$ cat src/rtl/bcd_pkg.sv
// Shared types and helpers for the BCD counter.
//   bcd_digit_t : one 4-bit BCD digit
//   BCD_MAX     : largest legal digit value (9)
//   BCD_MIN     : smallest legal digit value (0)
//   bcd_sat()   : clamps a raw nibble into the legal BCD range
package bcd_pkg;

  typedef logic [3:0] bcd_digit_t;

  localparam bcd_digit_t BCD_MAX = 4'd9;
  localparam bcd_digit_t BCD_MIN = 4'd0;

  function automatic bcd_digit_t bcd_sat(input logic [3:0] nibble);
    return (nibble > BCD_MAX) ? BCD_MAX : nibble;
  endfunction

endpackage

$ cat src/rtl/bcd_counter_digit_cell.sv
// Combinational next-value logic for one BCD digit.
// Ports:
//   cur       : current digit value
//   dir       : 1 = increment, 0 = decrement
//   carry_in  : request to change this digit
//   next      : digit value after the (possible) change
//   carry_out : request to change the next higher digit (this digit wrapped)
module bcd_digit_cell
  import bcd_pkg::*;
(
  input  bcd_digit_t cur,
  input  logic       dir,
  input  logic       carry_in,
  output bcd_digit_t next,
  output logic       carry_out
);

  always_comb begin
    next      = cur;
    carry_out = 1'b0;
    if (carry_in) begin
      if (dir) begin
        if (cur >= BCD_MAX) begin
          next      = BCD_MIN;
          carry_out = 1'b1;
        end else begin
          next = cur + 4'd1;
        end
      end else begin
        if (cur == BCD_MIN) begin
          next      = BCD_MAX;
          carry_out = 1'b1;
        end else begin
          next = cur - 4'd1;
        end
      end
    end
  end

endmodule

$ cat src/rtl/bcd_counter.sv
// Multi-digit BCD up/down counter with step prescaler, parallel load,
// synchronous clear and a one-cycle rollover pulse. All outputs are registered.
// Ports:
//   clk, rst       : clock, asynchronous active-high reset
//   enable         : advances the prescaler
//   count_up       : 1 = increment, 0 = decrement on a step
//   clear          : synchronous clear of count and prescaler (highest priority)
//   load           : synchronous parallel load (nibbles above 9 stored as 9)
//   load_value     : load data, digit 0 in bits [3:0]
//   digits         : current count, digit 0 least significant
//   rollover_flag  : high for the cycle after a full-range wrap
//   step_tick      : high for the cycle after each applied step
module bcd_counter
  import bcd_pkg::*;
#(
  parameter int NUM_DIGITS = 4,
  parameter int PRESCALE   = 1
) (
  input  logic                    clk,
  input  logic                    rst,
  input  logic                    enable,
  input  logic                    count_up,
  input  logic                    clear,
  input  logic                    load,
  input  logic [4*NUM_DIGITS-1:0] load_value,
  output logic [4*NUM_DIGITS-1:0] digits,
  output logic                    rollover_flag,
  output logic                    step_tick
);

  localparam logic [15:0] PRESCALE_LAST = 16'(PRESCALE - 1);

  logic [15:0]             presc;
  logic [4*NUM_DIGITS-1:0] digits_next;
  logic [4*NUM_DIGITS-1:0] load_sat;
  logic [NUM_DIGITS:0]     carry;

  // Digit 0 always receives the change request; the chain decides the rest.
  assign carry[0] = 1'b1;

  for (genvar i = 0; i < NUM_DIGITS; i++) begin : g_digit
    bcd_digit_cell u_cell (
      .cur       (digits[4*i +: 4]),
      .dir       (count_up),
      .carry_in  (carry[i]),
      .next      (digits_next[4*i +: 4]),
      .carry_out (carry[i+1])
    );
  end

  always_comb begin
    load_sat = '0;
    for (int i = 0; i < NUM_DIGITS; i++) begin
      load_sat[4*i +: 4] = bcd_sat(load_value[4*i +: 4]);
    end
  end

  always_ff @(posedge clk or posedge rst) begin
    if (rst) begin
      digits        <= '0;
      presc         <= '0;
      rollover_flag <= 1'b0;
      step_tick     <= 1'b0;
    end else begin
      rollover_flag <= 1'b0;
      step_tick     <= 1'b0;
      if (clear) begin
        digits <= '0;
        presc  <= '0;
      end else if (load) begin
        digits <= load_sat;
        presc  <= '0;
      end else if (enable) begin
        if (presc == PRESCALE_LAST) begin
          presc         <= '0;
          digits        <= digits_next;
          step_tick     <= 1'b1;
          // Carry out of the top digit means every digit wrapped.
          rollover_flag <= carry[NUM_DIGITS];
        end else begin
          presc <= presc + 16'd1;
        end
      end
    end
  end

endmodule

$ cat config.mk
export PLATFORM = sky130hd
export DESIGN_NAME = bcd_counter
export DESIGN_NICKNAME = d
export VERILOG_FILES = /design/src/rtl/bcd_pkg.sv /design/src/rtl/bcd_counter_digit_cell.sv /design/src/rtl/bcd_counter.sv
export SDC_FILE = /design/constraint.sdc
export NUM_CORES = 1
export LEC_CHECK = 0
export CORE_MARGIN = 2
export CORE_UTILIZATION = 50
export DETAILED_ROUTE_END_ITERATION = 16
export GPL_ROUTABILITY_DRIVEN = 0
export PLACE_DENSITY_LB_ADDON = 0.05
export SETUP_SLACK_MARGIN = 0.4
export SLEW_MARGIN = 10
export SYNTH_ARGS = -nofsm -noshare
export SYNTH_HDL_FRONTEND = slang
export SYNTH_HIERARCHICAL = 1
export SYNTH_SLANG_ARGS = --single-unit
$ cat constraint.sdc
create_clock -name clk -period 4.6 [get_ports clk]
set_clock_uncertainty 0.2 [all_clocks]
set_input_delay 0.46 -clock clk [delete_from_list [all_inputs] [get_ports clk]]
set_output_delay 0.46 -clock clk [all_outputs]
set_load 0.02 [all_outputs]
==> results.py, run 1 <==
metrics = {
    "status": {
        "outcome": "finished clean",
    },
    "global_routing": {
        "antenna_found_initial": 0,
        "grt_max_degree": 35,
        "grt_pass1_vias": 2390,
        "grtUsageTotal_pct": 21.55,
        "grt_pass1_wl_mm": 11.07,
        "grt_overflow_total": 0,
    },
    "clocking": {
        "cts_inserted_buffers": 5,
        "cts_root_buf": "clkbuf_8",
        "ctsResizeCount": 0,
        "clk_path_buf_depth": 2,
        "cts_tree": "built",
        "cts_sinks": 34,
        "clk_pin_slew_ns": 0.07,
        "cts_hold_buffers": 0,
        "postCtsSetupRepairBufs": 0,
        "h-tree-depth": 2,
        "clk_latency_ns": 0.28,
    },
    "placement": {
        "place_area_sq_mm": 0.003316,
        "portBuffers": 39,
        "place_ws_ns": 0.6225,
        "dp_hpwl_mm": 4.697,
    },
    "setup_path": {
        "r2r_end": "digits[14]$_DFFE_PP0P_",
        "worstPathMaxFanout": 10,
        "arrival_ns": 3.66,
        "setup.worst_path.start": "digits[1]$_DFFE_PP0P_",
        "worstSetupStartpointType": "register",
        "worstSetupEndpointType": "register",
        "crit_type": "reg2reg",
        "r2r_cells": 14,
        "r2r-start": "digits[1]$_DFFE_PP0P_",
        "crit_end": "digits[14]$_DFFE_PP0P_",
        "required_ns": 4.57,
        "r2r_slack_ns": 0.91,
    },
    "floorplan": {
        "num_rows": 27,
        "core_area_sq_mm": 0.005608,
        "dieArea_sq_mm": 0.006526,
        "initial_core_util_pct": 52.57,
        "die_h_microns": 80.79,
        "fp.dieW_microns": 80.79,
        "io_pins": 40,
    },
    "route": {
        "vias_per_cell": 6.007,
        "wire_per_inst_microns": 15.49,
        "first_iter_violations": 163,
        "firstDrtPassIters": 4,
        "route.detailed.drc": 0,
        "via_count": 2577,
        "postRouteAntennaNets": 0,
        "wl_mm": 6.646,
    },
    "sta": {
        "worst_slack_ns": 0.9086,
        "finalHoldViolations": 0,
        "clock.fmax_ghz": 0.2709,
        "fin_hold_ws_ns": 0.3775,
        "rsz0062_at_grt": "false",
        "setup_viol": 0,
        "fin_crit_sh_pct": 80.25,
        "final.setup.tns_ns": 0,
        "min_period_ns": 3.691,
        "tightest_slew_ns": 0.9049,
        "slew_headroom_pct": 39.67,
        "finalMaxSlewViolations": 0,
    },
    "synth": {
        "synth_cells": 325,
        "syn_area_sq_mm": 0.002948,
        "yosysWarnings": 6,
        "async_reset_ff_share_pct": 100.0,
        "avgSynthCellArea_sq_um": 9.070,
        "ys_seq_area_share_pct": 28.86,
        "synthFlopType": "dfrtp_1",
        "synthDistinctLibCells": 49,
        "synth-seq-cells": 34,
        "synth-edff-count": 0,
        "syn_nets": 365,
    },
    "layout": {
        "synthToLayoutAreaGrowth_pct": 15.75,
        "multi_input_area_sq_mm": 0.001866,
        "regArea_sq_um": 850.8,
        "nets": 396,
        "finish.instance_area_sq_mm": 0.003412,
        "final_core_util_pct": 60.84,
        "drive_gt1_share_pct": 15.97,
        "diodes": 0,
        "fillers": 499,
    },
    "power_and_ir_drop": {
        "p_per_area_mw_per_mm2": 239.8,
        "vdd_drop_max_mv": 0.1761,
        "p_leak_nw": 1.406,
    },
    "flow_run": {
        "maxCapViolCount": 0,
    },
    "min_path": {
        "worstHoldPathType": "in2async",
    },
}
## final cells by class
type                       count  area share, %
multi-input combinational    247          54.68
sequential                    34          24.94
timing repair buffer          43          12.32
inverter                      25          2.750
tap                           72          2.640
clock buffer                   7          2.530
clock inverter                 1         0.1467
## state kept, by name, summed over array words and instances (netlist names)
signal	cells
rollover_flag	1
step_tick	1
digits	16
presc	16
## metrics by stage
stage / power (mW) / cells
2_1_floorplan: 0.5226 / 325
3_3_place_gp: 0.5942 / 421
3_5_place_dp: 0.5955 / 421
4_1_cts: 0.8271 / 429
5_1_grt: 0.8702 / 429
6_report: 0.8182 / 429
## how the worst min path moves through the flow
| stage | end | slack, ns | depth (start not counted) |
|---|---|---|---|
| 2_1_floorplan | presc[15]$_DFFE_PP0P_ | 0.32 | 2 |
| 5_1_grt | presc[10]$_DFFE_PP0P_ | 0.40 | 2 |
| 6_report | rollover_flag$_DFF_PP0_ | 0.38 | 3 |
| 3_3_place_gp | presc[15]$_DFFE_PP0P_ | 0.35 | 2 |
| 4_1_cts | presc[14]$_DFFE_PP0P_ | 0.38 | 2 |
| 3_5_place_dp | presc[15]$_DFFE_PP0P_ | 0.36 | 2 |
## where the power goes
part           internal, mW  total [mW]  switching, mW
Clock                 0.121       0.226          0.105
Sequential            0.311       0.344         0.0324
Combinational         0.129       0.248          0.120
Total                 0.561       0.818          0.258
## worst max-delay path, cell delays in order, from the launching register on
cell,delay [ns]
dfrtp_1,0.44
inv_1,0.15
ha_1,0.23
nor3b_1,0.30
o21ai_0,0.14
nor2_2,0.30
o21ai_0,0.14
nor2_1,0.11
buf_4,0.16
o21ai_0,0.11
nor2_2,0.31
o21ai_0,0.15
a221o_1,0.36
a22o_1,0.20
mux2_2,0.25
## cells in the final DEF, fill, tap and decap left out, drive strengths merged, types with 5 or more instances in the layout
cell	count
a21oi	8
ha	18
or3b	5
o22ai	5
o21ai	14
nand3	10
nand2	12
nor3	5
a22o	8
clkbuf	7
dfrtp	34
a2111oi	8
xnor2	7
nand2b	6
a31o	8
inv	25
mux2i	8
mux2	16
clkdlybuf4s50	39
nor2	35
nor4b	5
nor4	5
or2	5
## layer usage
| layer | track usage (%) | share of wire [%] | up-vias |
|---|---|---|---|
| li1 | - | - | 1255 |
| met1 | 29.15 | 47 | 1226 |
| met2 | 34.92 | 47 | 85 |
| met3 | 4.333 | 5.2 | 11 |
| met4 | 6.610 | 1.2 | 0 |
| met5 | 0 | 0 | - |
## cell families (layout without fill, tap and decap cells)
family | count (synthesis) | count (layout) | synth area share (%)
adder cells (fa/ha/maj) | 18 | 18 | 7.640
AND/OR/NAND/NOR | 118 | 118 | 23.56
buffers and inverters | 44 | 76 | 8.022
flip-flops | 34 | 34 | 28.86
AO/OA/AOI/OAI | 75 | 75 | 19.69
multiplexers | 24 | 24 | 8.829
XOR/XNOR | 11 | 11 | 3.268
other | 1 | 1 | 0.1272
## Yosys cell counts, types with 9 or more instances
master | n | area share (%)
o21ai_0 | 14 | 2.4
buf_2 | 9 | 1.5
dfrtp_1 | 34 | 29
inv_1 | 25 | 3.2
nand3_1 | 10 | 1.7
ha_1 | 18 | 7.6
mux2_2 | 16 | 6.1
nor2_1 | 35 | 4.5
nand2_1 | 12 | 1.5
(Power assumes the default switching activity.)
==> run 2, diff against run 1 <==
clock period = 3.7 ns   (was 4.6 ns; I/O delays follow)
==> run 2 against run 1 <==
Effect of this change: die area is the same; sequential power grew 25%; hold slack got worse by 0.076 ns; utilization is 2.2 points higher; via count increased by 0.97%; largest cell class unchanged; worst setup slack got worse by 0.39 ns; power grew 28%; final cell count rose by 1.6%.
==> results.py, run 2 (synthesized netlist as in run 1, its figures left out) <==
metrics = {
    "floorplan": {
        "die_h_microns": 80.79,
        "dieArea_sq_mm": 0.006526,
        "num_rows": 27,
        "initial_core_util_pct": 52.57,
        "fp.dieW_microns": 80.79,
        "core_area_sq_mm": 0.005608,
        "io_pins": 40,
    },
    "global_routing": {
        "grt_pass1_wl_mm": 11.40,
        "antenna_found_initial": 0,
        "grt_overflow_total": 0,
        "grtUsageTotal_pct": 22.52,
        "grt_max_degree": 29,
        "grt_pass1_vias": 2391,
    },
    "route": {
        "via_count": 2602,
        "wl_mm": 6.819,
        "first_iter_violations": 124,
        "vias_per_cell": 5.968,
        "firstDrtPassIters": 4,
        "postRouteAntennaNets": 0,
        "route.detailed.drc": 0,
        "wire_per_inst_microns": 15.64,
    },
    "sta": {
        "rsz0062_at_grt": "false",
        "fin_crit_sh_pct": 86.03,
        "clock.fmax_ghz": 0.3142,
        "finalHoldViolations": 0,
        "worst_slack_ns": 0.5169,
        "tightest_slew_ns": 1.026,
        "slew_headroom_pct": 31.18,
        "finalMaxSlewViolations": 0,
        "setup_viol": 0,
        "min_period_ns": 3.183,
        "final.setup.tns_ns": 0,
    },
    "power_and_ir_drop": {
        "vdd_drop_max_mv": 0.1725,
        "power_mw": 1.044,
        "p_leak_nw": 1.458,
        "p_per_area_mw_per_mm2": 295.3,
    },
    "layout": {
        "final_common_cell": "clkdlybuf4s50_1",
        "mostFrequentLayoutCells": "39 x clkdlybuf4s50_1, 33 x nor2_1, 32 x dfrtp_1, 22 x inv_1, 17 x ha_1",
        "finish.instance_area_sq_mm": 0.003535,
        "top_regs": "digits: 16 flops, presc: 16 flops",
        "final_core_util_pct": 63.03,
        "diodes": 0,
        "synthToLayoutAreaGrowth_pct": 19.91,
        "nets": 403,
        "drive_gt1_share_pct": 20.33,
    },
    "setup_path": {
        "crit_end": "digits[14]$_DFFE_PP0P_",
        "crit_type": "reg2reg",
        "worstSetupEndpointType": "register",
        "r2r_slack_ns": 0.52,
        "r2r_cells": 15,
        "setup.worst_path.start": "digits[0]$_DFFE_PP0P_",
        "worstPathMaxFanout": 8,
        "r2r_end": "digits[14]$_DFFE_PP0P_",
        "arrival_ns": 3.16,
        "required_ns": 3.68,
        "r2r-start": "digits[0]$_DFFE_PP0P_",
        "worstSetupStartpointType": "register",
    },
    "placement": {
        "place_area_sq_mm": 0.003356,
        "portBuffers": 39,
        "place_ws_ns": 0.4029,
        "dp_hpwl_mm": 4.869,
    },
    "clocking": {
        "cts_inserted_buffers": 5,
        "cts_root_buf": "clkbuf_8",
        "clk_pin_slew_ns": 0.07,
        "clk_latency_ns": 0.29,
        "h-tree-depth": 2,
        "clk_path_buf_depth": 2,
        "cts_tree": "built",
        "cts_sinks": 34,
    },
    "min_path": {
        "worstHoldPathType": "in2async",
    },
    "flow_run": {
        "maxCapViolCount": 0,
    },
    "status": {
        "outcome": "finished clean",
    },
}
run 2: per-stage QoR:
step	cells	hold slack, ns
3_5_place_dp	426	0.3622
6_report	436	0.3019
4_1_cts	434	0.3781
2_1_floorplan	325	0.3115
3_3_place_gp	426	0.3552
5_1_grt	436	0.3979
run 2: what timing repair did:
action,in CTS,in global routing
buffers inserted,0,2
gates cloned,0,0
resized for setup,1,16
endpoints found under the setup margin,1,3
hold buffers,0,0
pin swaps,0,3
run 2: worst min-delay path by stage:
| stage | slack [ns] | to | startpoint | cells after the start |
|---|---|---|---|---|
| 2_1_floorplan | 0.31 | digits[10]$_DFFE_PP0P_ | rst | 1 |
| 3_3_place_gp | 0.36 | presc[15]$_DFFE_PP0P_ | presc[15]$_DFFE_PP0P_ | 2 |
| 3_5_place_dp | 0.36 | presc[14]$_DFFE_PP0P_ | presc[14]$_DFFE_PP0P_ | 2 |
| 4_1_cts | 0.38 | presc[14]$_DFFE_PP0P_ | presc[14]$_DFFE_PP0P_ | 2 |
| 5_1_grt | 0.40 | presc[1]$_DFFE_PP0P_ | rst | 2 |
| 6_report | 0.30 | presc[0]$_DFFE_PP0P_ | rst | 2 |
run 2: worst max-delay path: stages (launching register included):
cell      delay, ns
dfrtp_2        0.46
inv_2          0.13
ha_1           0.19
or3b_4         0.41
a21boi_4       0.21
nor2_2         0.07
o21ai_0        0.08
nor2_1         0.08
o21ai_0        0.09
nor2_2         0.10
buf_6          0.15
nand2_1        0.06
mux2i_1        0.06
a221o_1        0.34
a22o_1         0.21
mux2_2         0.26
run 2: power by group:
| part | internal [mW] | switching (mW) |
|---|---|---|
| logic | 0.173 | 0.158 |
| registers | 0.387 | 0.0428 |
| clock network | 0.150 | 0.132 |
run 2: layout make-up:
type / count / area (sq um)
sequential: 34 / 853.3
multi-input combinational: 247 / 1929
tap: 72 / 90.09
clock inverter: 1 / 5.005
inverter: 25 / 93.84
timing repair buffer: 50 / 476.7
fill: 495 / 2073
clock buffer: 7 / 86.33
run 2: layer usage:
layer / routed length, microns / vias to the layer above / track usage (%)
li1: - / 1273 / -
met5: 0 / - / 0
met3: 336 / 17 / 5.000
met1: 3174 / 1241 / 30.42
met4: 112 / 0 / 6.780
met2: 3194 / 71 / 36.25
==> RTL edit 1: new RTL, config.mk and constraints of run 2 <==
Set the parameter `NUM_DIGITS` to 2 (it was 4).
--- a/src/rtl/bcd_counter.sv
+++ b/src/rtl/bcd_counter.sv
@@ -13,7 +13,7 @@
 module bcd_counter
   import bcd_pkg::*;
 #(
-  parameter int NUM_DIGITS = 4,
+  parameter int NUM_DIGITS = 2,
   parameter int PRESCALE   = 1
 ) (
   input  logic                    clk,
Interface: changed (resized digits and load_value); port bits go from 40 to 24. The function was not compared with the original's and may differ.
==> RTL edit 1 against run 2 <==
  * Die area down 31%
  * Global-route usage is 1.2 points lower
  * Total power is 30% lower
  * Sequential cell count shrank 8
  * Area after synthesis is 33% lower
  * Maximum frequency is 10% higher
  * Via count shrank 36%
  * Design area shrank 36%
  * Setup slack gained 0.29 ns
  * Final cell count is 36% lower
  * Routed wire length decreased by 36%
  * Critical path type unchanged
  * Largest power group unchanged
==> RTL edit 1: results (changes against run 2) <==
synthesis:
  ys_seq_area_frac: 0.327  # +0.0386
  synthTopCellsByArea: "dfrtp_1 (33%), ha_1 (6.3%), mux2_2 (4.5%)"
  synth_fp_nets: 237  # -35%
  synth_cells: 213  # -34%
  synth_common_cells: "dfrtp_1 (26), nor2_1 (24), inv_1 (15)"
  ys_types: 52  # +6.1%
global_routing:
  grt_start_max_net_pins: 27  # -6.9%
  grt_pass1_wl_um: 7370  # -35%
finish:
  reg_top3: "presc (16), digits (8)"
  layout-drive-gt1-share: 0.134  # -0.0691
  final_nets: 256  # -36%
  n_fill_cell: 344  # -31%
sta:
  slew_headroom: 0.349  # +0.0371
  whs_ns: 0.298  # -0.00396 ns
clock_tree:
  htree_levels: 1  # -1
  cts_made_buffers: 3  # -2
  clk_pin_slew_ns: 0.09  # +0.02 ns
power:
  vdd_drop_max_mv: 0.256  # +48%
  leakagePower_nw: 0.910  # -38%
critical_path:
  r2r_slack_ns: 0.81  # +0.29 ns
  reg2reg_depth: 10  # -5
  crit_slowest_cell: "dfrtp_1"
  cp_max_fo: 10  # +2
place:
  portBuffers: 23  # -41%
  place_hpwl_um: 3160  # -35%
min_path:
  worstHoldStart: "presc[15]"
  hold_class: "flop to flop"
outcome:
  status: "completed"
detailed_routing:
  postRouteWirelength_um: 4340  # -36%
  post_drt_via_cell_ratio: 5.99  # +0.36%
==> RTL edit 1: kinds of logic (layout without fill, tap and decap cells) <==
logic type               Yosys count  count (layout)  synth area share
AND/OR/NAND/NOR                   87              87             0.267
multiplexers                      12              12            0.0655
AO/OA/AOI/OAI                     44              44             0.171
other                              1               1           0.00189
flip-flops                        26              26             0.327
buffers and inverters             24              42            0.0648
adder cells (fa/ha/maj)           10              10            0.0629
XOR/XNOR                           9               9            0.0396
==> RTL edit 1: final cells by class <==
class | instances | area (um2) | share of cell area
Clock buffer | 3 | 41.3 | 0.0181
Clock inverter | 1 | 30.0 | 0.0132
Inverter | 15 | 56.3 | 0.0247
Multi-Input combinational cell | 163 | 1210 | 0.531
Sequential cell | 26 | 651 | 0.285
Tap cell | 48 | 60.1 | 0.0263
Timing Repair Buffer | 23 | 230 | 0.101
==> RTL edit 1: layer usage <==
| layer | routed length (um) | vias up | part of all wire | global-route usage |
|---|---|---|---|---|
| li1 | - | 825 | - | - |
| met1 | 1940 | 798 | 0.45 | 0.268 |
| met2 | 2200 | 43 | 0.51 | 0.384 |
| met3 | 153 | 5 | 0.035 | 0.0186 |
| met4 | 48 | 0 | 0.011 | 0.0612 |
| met5 | 0 | - | 0 | 0 |
==> RTL edit 1: power breakdown <==
group,switching (mW),leakage (nW),internal (mW)
Combinational,0.0861,0.517,0.0882
Clock,0.0934,0.0357,0.145
Sequential,0.0216,0.357,0.292
Total,0.201,0.910,0.526
==> RTL edit 1: how the worst max path moves through the flow <==
stage / cells after the start / to / from / slack, ns
after floorplan: 11 / digits[6] / digits[1] / 0.90
after global placement: 7 / digits[6] / count_up / 0.76
after detailed placement: 7 / digits[6] / count_up / 0.67
after CTS: 9 / digits[6] / digits[0] / 0.72
after global routing: 10 / digits[6] / digits[0] / 0.48
final: 10 / digits[6] / digits[0] / 0.81
==> RTL edit 1: stage by stage <==
step                      instance area (um2)  worst slack (ns)
after CTS                                2280             0.715
after global routing                     2280             0.480
after global placement                   2210             0.755
after detailed placement                 2210             0.674
final                                    2280             0.809
after floorplan                          1990             0.896
==> RTL edit 1: what timing repair did <==
item,CTS,global route
hold endpoints to repair,0,0
endpoints found under the setup margin,0,1
resized for setup,0,1
==> RTL edit 2: new RTL, settings of run 2 <==
Made on the original files. Register the inputs `enable`, `count_up`, `clear`, `load` and `load_value` before use, with the module's reset. The logic sees them one clock later. Comments in the files are not updated.
--- a/src/rtl/bcd_counter.sv
+++ b/src/rtl/bcd_counter.sv
@@ -30,6 +30,28 @@
 
   localparam logic [15:0] PRESCALE_LAST = 16'(PRESCALE - 1);
 
+  logic enable_q;
+  logic count_up_q;
+  logic clear_q;
+  logic load_q;
+  logic [4*NUM_DIGITS-1:0] load_value_q;
+
+  always_ff @(posedge clk or posedge rst) begin
+    if (rst) begin
+      enable_q     <= '0;
+      count_up_q   <= '0;
+      clear_q      <= '0;
+      load_q       <= '0;
+      load_value_q <= '0;
+    end else begin
+      enable_q     <= enable;
+      count_up_q   <= count_up;
+      clear_q      <= clear;
+      load_q       <= load;
+      load_value_q <= load_value;
+    end
+  end
+
   logic [15:0]             presc;
   logic [4*NUM_DIGITS-1:0] digits_next;
   logic [4*NUM_DIGITS-1:0] load_sat;
@@ -41,7 +63,7 @@
   for (genvar i = 0; i < NUM_DIGITS; i++) begin : g_digit
     bcd_digit_cell u_cell (
       .cur       (digits[4*i +: 4]),
-      .dir       (count_up),
+      .dir       (count_up_q),
       .carry_in  (carry[i]),
       .next      (digits_next[4*i +: 4]),
       .carry_out (carry[i+1])
@@ -51,7 +73,7 @@
   always_comb begin
     load_sat = '0;
     for (int i = 0; i < NUM_DIGITS; i++) begin
-      load_sat[4*i +: 4] = bcd_sat(load_value[4*i +: 4]);
+      load_sat[4*i +: 4] = bcd_sat(load_value_q[4*i +: 4]);
     end
   end
 
@@ -64,13 +86,13 @@
     end else begin
       rollover_flag <= 1'b0;
       step_tick     <= 1'b0;
-      if (clear) begin
+      if (clear_q) begin
         digits <= '0;
         presc  <= '0;
-      end else if (load) begin
+      end else if (load_q) begin
         digits <= load_sat;
         presc  <= '0;
-      end else if (enable) begin
+      end else if (enable_q) begin
         if (presc == PRESCALE_LAST) begin
           presc         <= '0;
           digits        <= digits_next;
Check against the original RTL: not equivalent (a bounded check fails within 4 cycles, from zero or initial values and one cycle with rst high).
==> RTL edit 2 against run 2 <==
  * Setup slack improved by 0.074 ns
  * Clock power is 18% higher
  * Routed wire length rose by 7.7%
  * Sequential power is 56% higher
  * Non-clock buffer count is 1 lower
  * Area after synthesis grew 17%
  * Total power rose by 27%
  * Hold slack worse by 0.0060 ns
  * Sequential cell count up 20
  * Design area rose by 14%
  * Critical path type unchanged
==> RTL edit 2: results (changes against run 2) <==
power:
  power.internal_uw: 939  # +32%
  vdd_drop_max_mv: 0.194  # +13%
global_routing:
  grt_use_met2: 0.341  # -0.0218
  grt.total_usage: 0.206  # -0.0195
  met1_usage: 0.284  # -0.0201
detailed_routing:
  drt_iter0_markers: 158  # +27%
  postRouteWirelength_um: 7350  # +7.7%
  wl_per_cell_um: 15.8  # +1.2%
  met3_length_um: 262  # -22%
finish:
  clockNetworkAreaShare: 0.0226  # -0.00321
  num-nonclk-inverters: 24  # -4.0%
  n_fill_cell: 565  # +14%
  buffers: 49  # -2.0%
  multi_input_gates: 249  # +0.81%
  reg_top3: "digits (16), load_value_q (16), presc (16)"
  sh_seq_area: 0.336  # +0.0944
  bufAreaShareNonClock: 0.115  # -0.0195
  final_nets: 423  # +5.0%
critical_path:
  crit_slowest_cell: "dfrtp_1"
  critPathMaxStageDelay_ns: 0.48  # +0.02 ns
  arrival_ns: 3.10  # -0.06 ns
synthesis:
  ys_seq_area_frac: 0.393  # +0.104
  synth_common_cells: "dfrtp_1 (54), nor2_1 (37), inv_1 (24)"
  synth_fp_nets: 386  # +5.8%
  synthTopCellsByArea: "dfrtp_1 (39%), ha_1 (6.6%), mux2_2 (4.6%)"
  synth_cells: 346  # +6.5%
outcome:
  status: "completed"
min_path:
  hold_class: "input port to flop"
==> RTL edit 2: changes by cell type in the layout (fill, tap and decap cells not counted), moves of 3 or more <==
cell and change:
o21ai_1 +3, xnor2_1 -3, nand3_1 +3, dfrtp_1 +19
==> RTL edit 2: final timing paths <==
check                              startpoint              end  slack [ns]  cells after the start
worst max register to register      digits[5]       digits[14]        0.59                     13
worst max-delay path                digits[5]       digits[14]        0.59                     13
worst min register to register      presc[15]        presc[15]        0.38                      2
max in group asynchronous                 rst        digits[4]        2.22                      3
worst min-delay path            load_value[8]  load_value_q[8]        0.30                      1
min in group asynchronous                 rst  load_value_q[0]        0.36                      2
==> RTL edit 2: power groups by stage <==
stage | combinational [mW] | sequential, mW | clock [mW]
global route | 0.353 | 0.678 | 0.381
CTS | 0.299 | 0.668 | 0.345
floorplan | 0.214 | 0.672 | 0
detailed placement | 0.298 | 0.680 | 0
global placement | 0.296 | 0.679 | 0
finish | 0.323 | 0.671 | 0.333
==> RTL edit 2: stage by stage <==
step	instance area (um2)	worst slack (ns)	power, mW	hold slack, ns
after global routing	4040	0.402	1.41	0.279
after detailed placement	3850	0.406	0.977	0.359
after global placement	3850	0.459	0.975	0.352
after CTS	3940	0.452	1.31	0.290
final	4040	0.591	1.33	0.296
after floorplan	3440	0.418	0.887	0.201
==> RTL edit 2: cell families (layout without fill, tap and decap cells) <==
group                      Yosys count  after routing  synth area share
other                                1              1           0.00109
buffers and inverters               43             81            0.0673
and+or+nand+nor                    120            120             0.204
xor gates and xnor gates             9              9            0.0229
muxes                               24             24            0.0757
AOI/OAI and AO/OA                   77             77             0.171
DFF                                 54             54             0.393
adders and majority gates           18             18            0.0655
==> RTL edit 2: timing repair <==
item	4_1_cts	5_1_grt
gates resized for setup	1	20
pin swaps	0	4
setup buffers	0	4
endpoints found under the setup margin	1	6
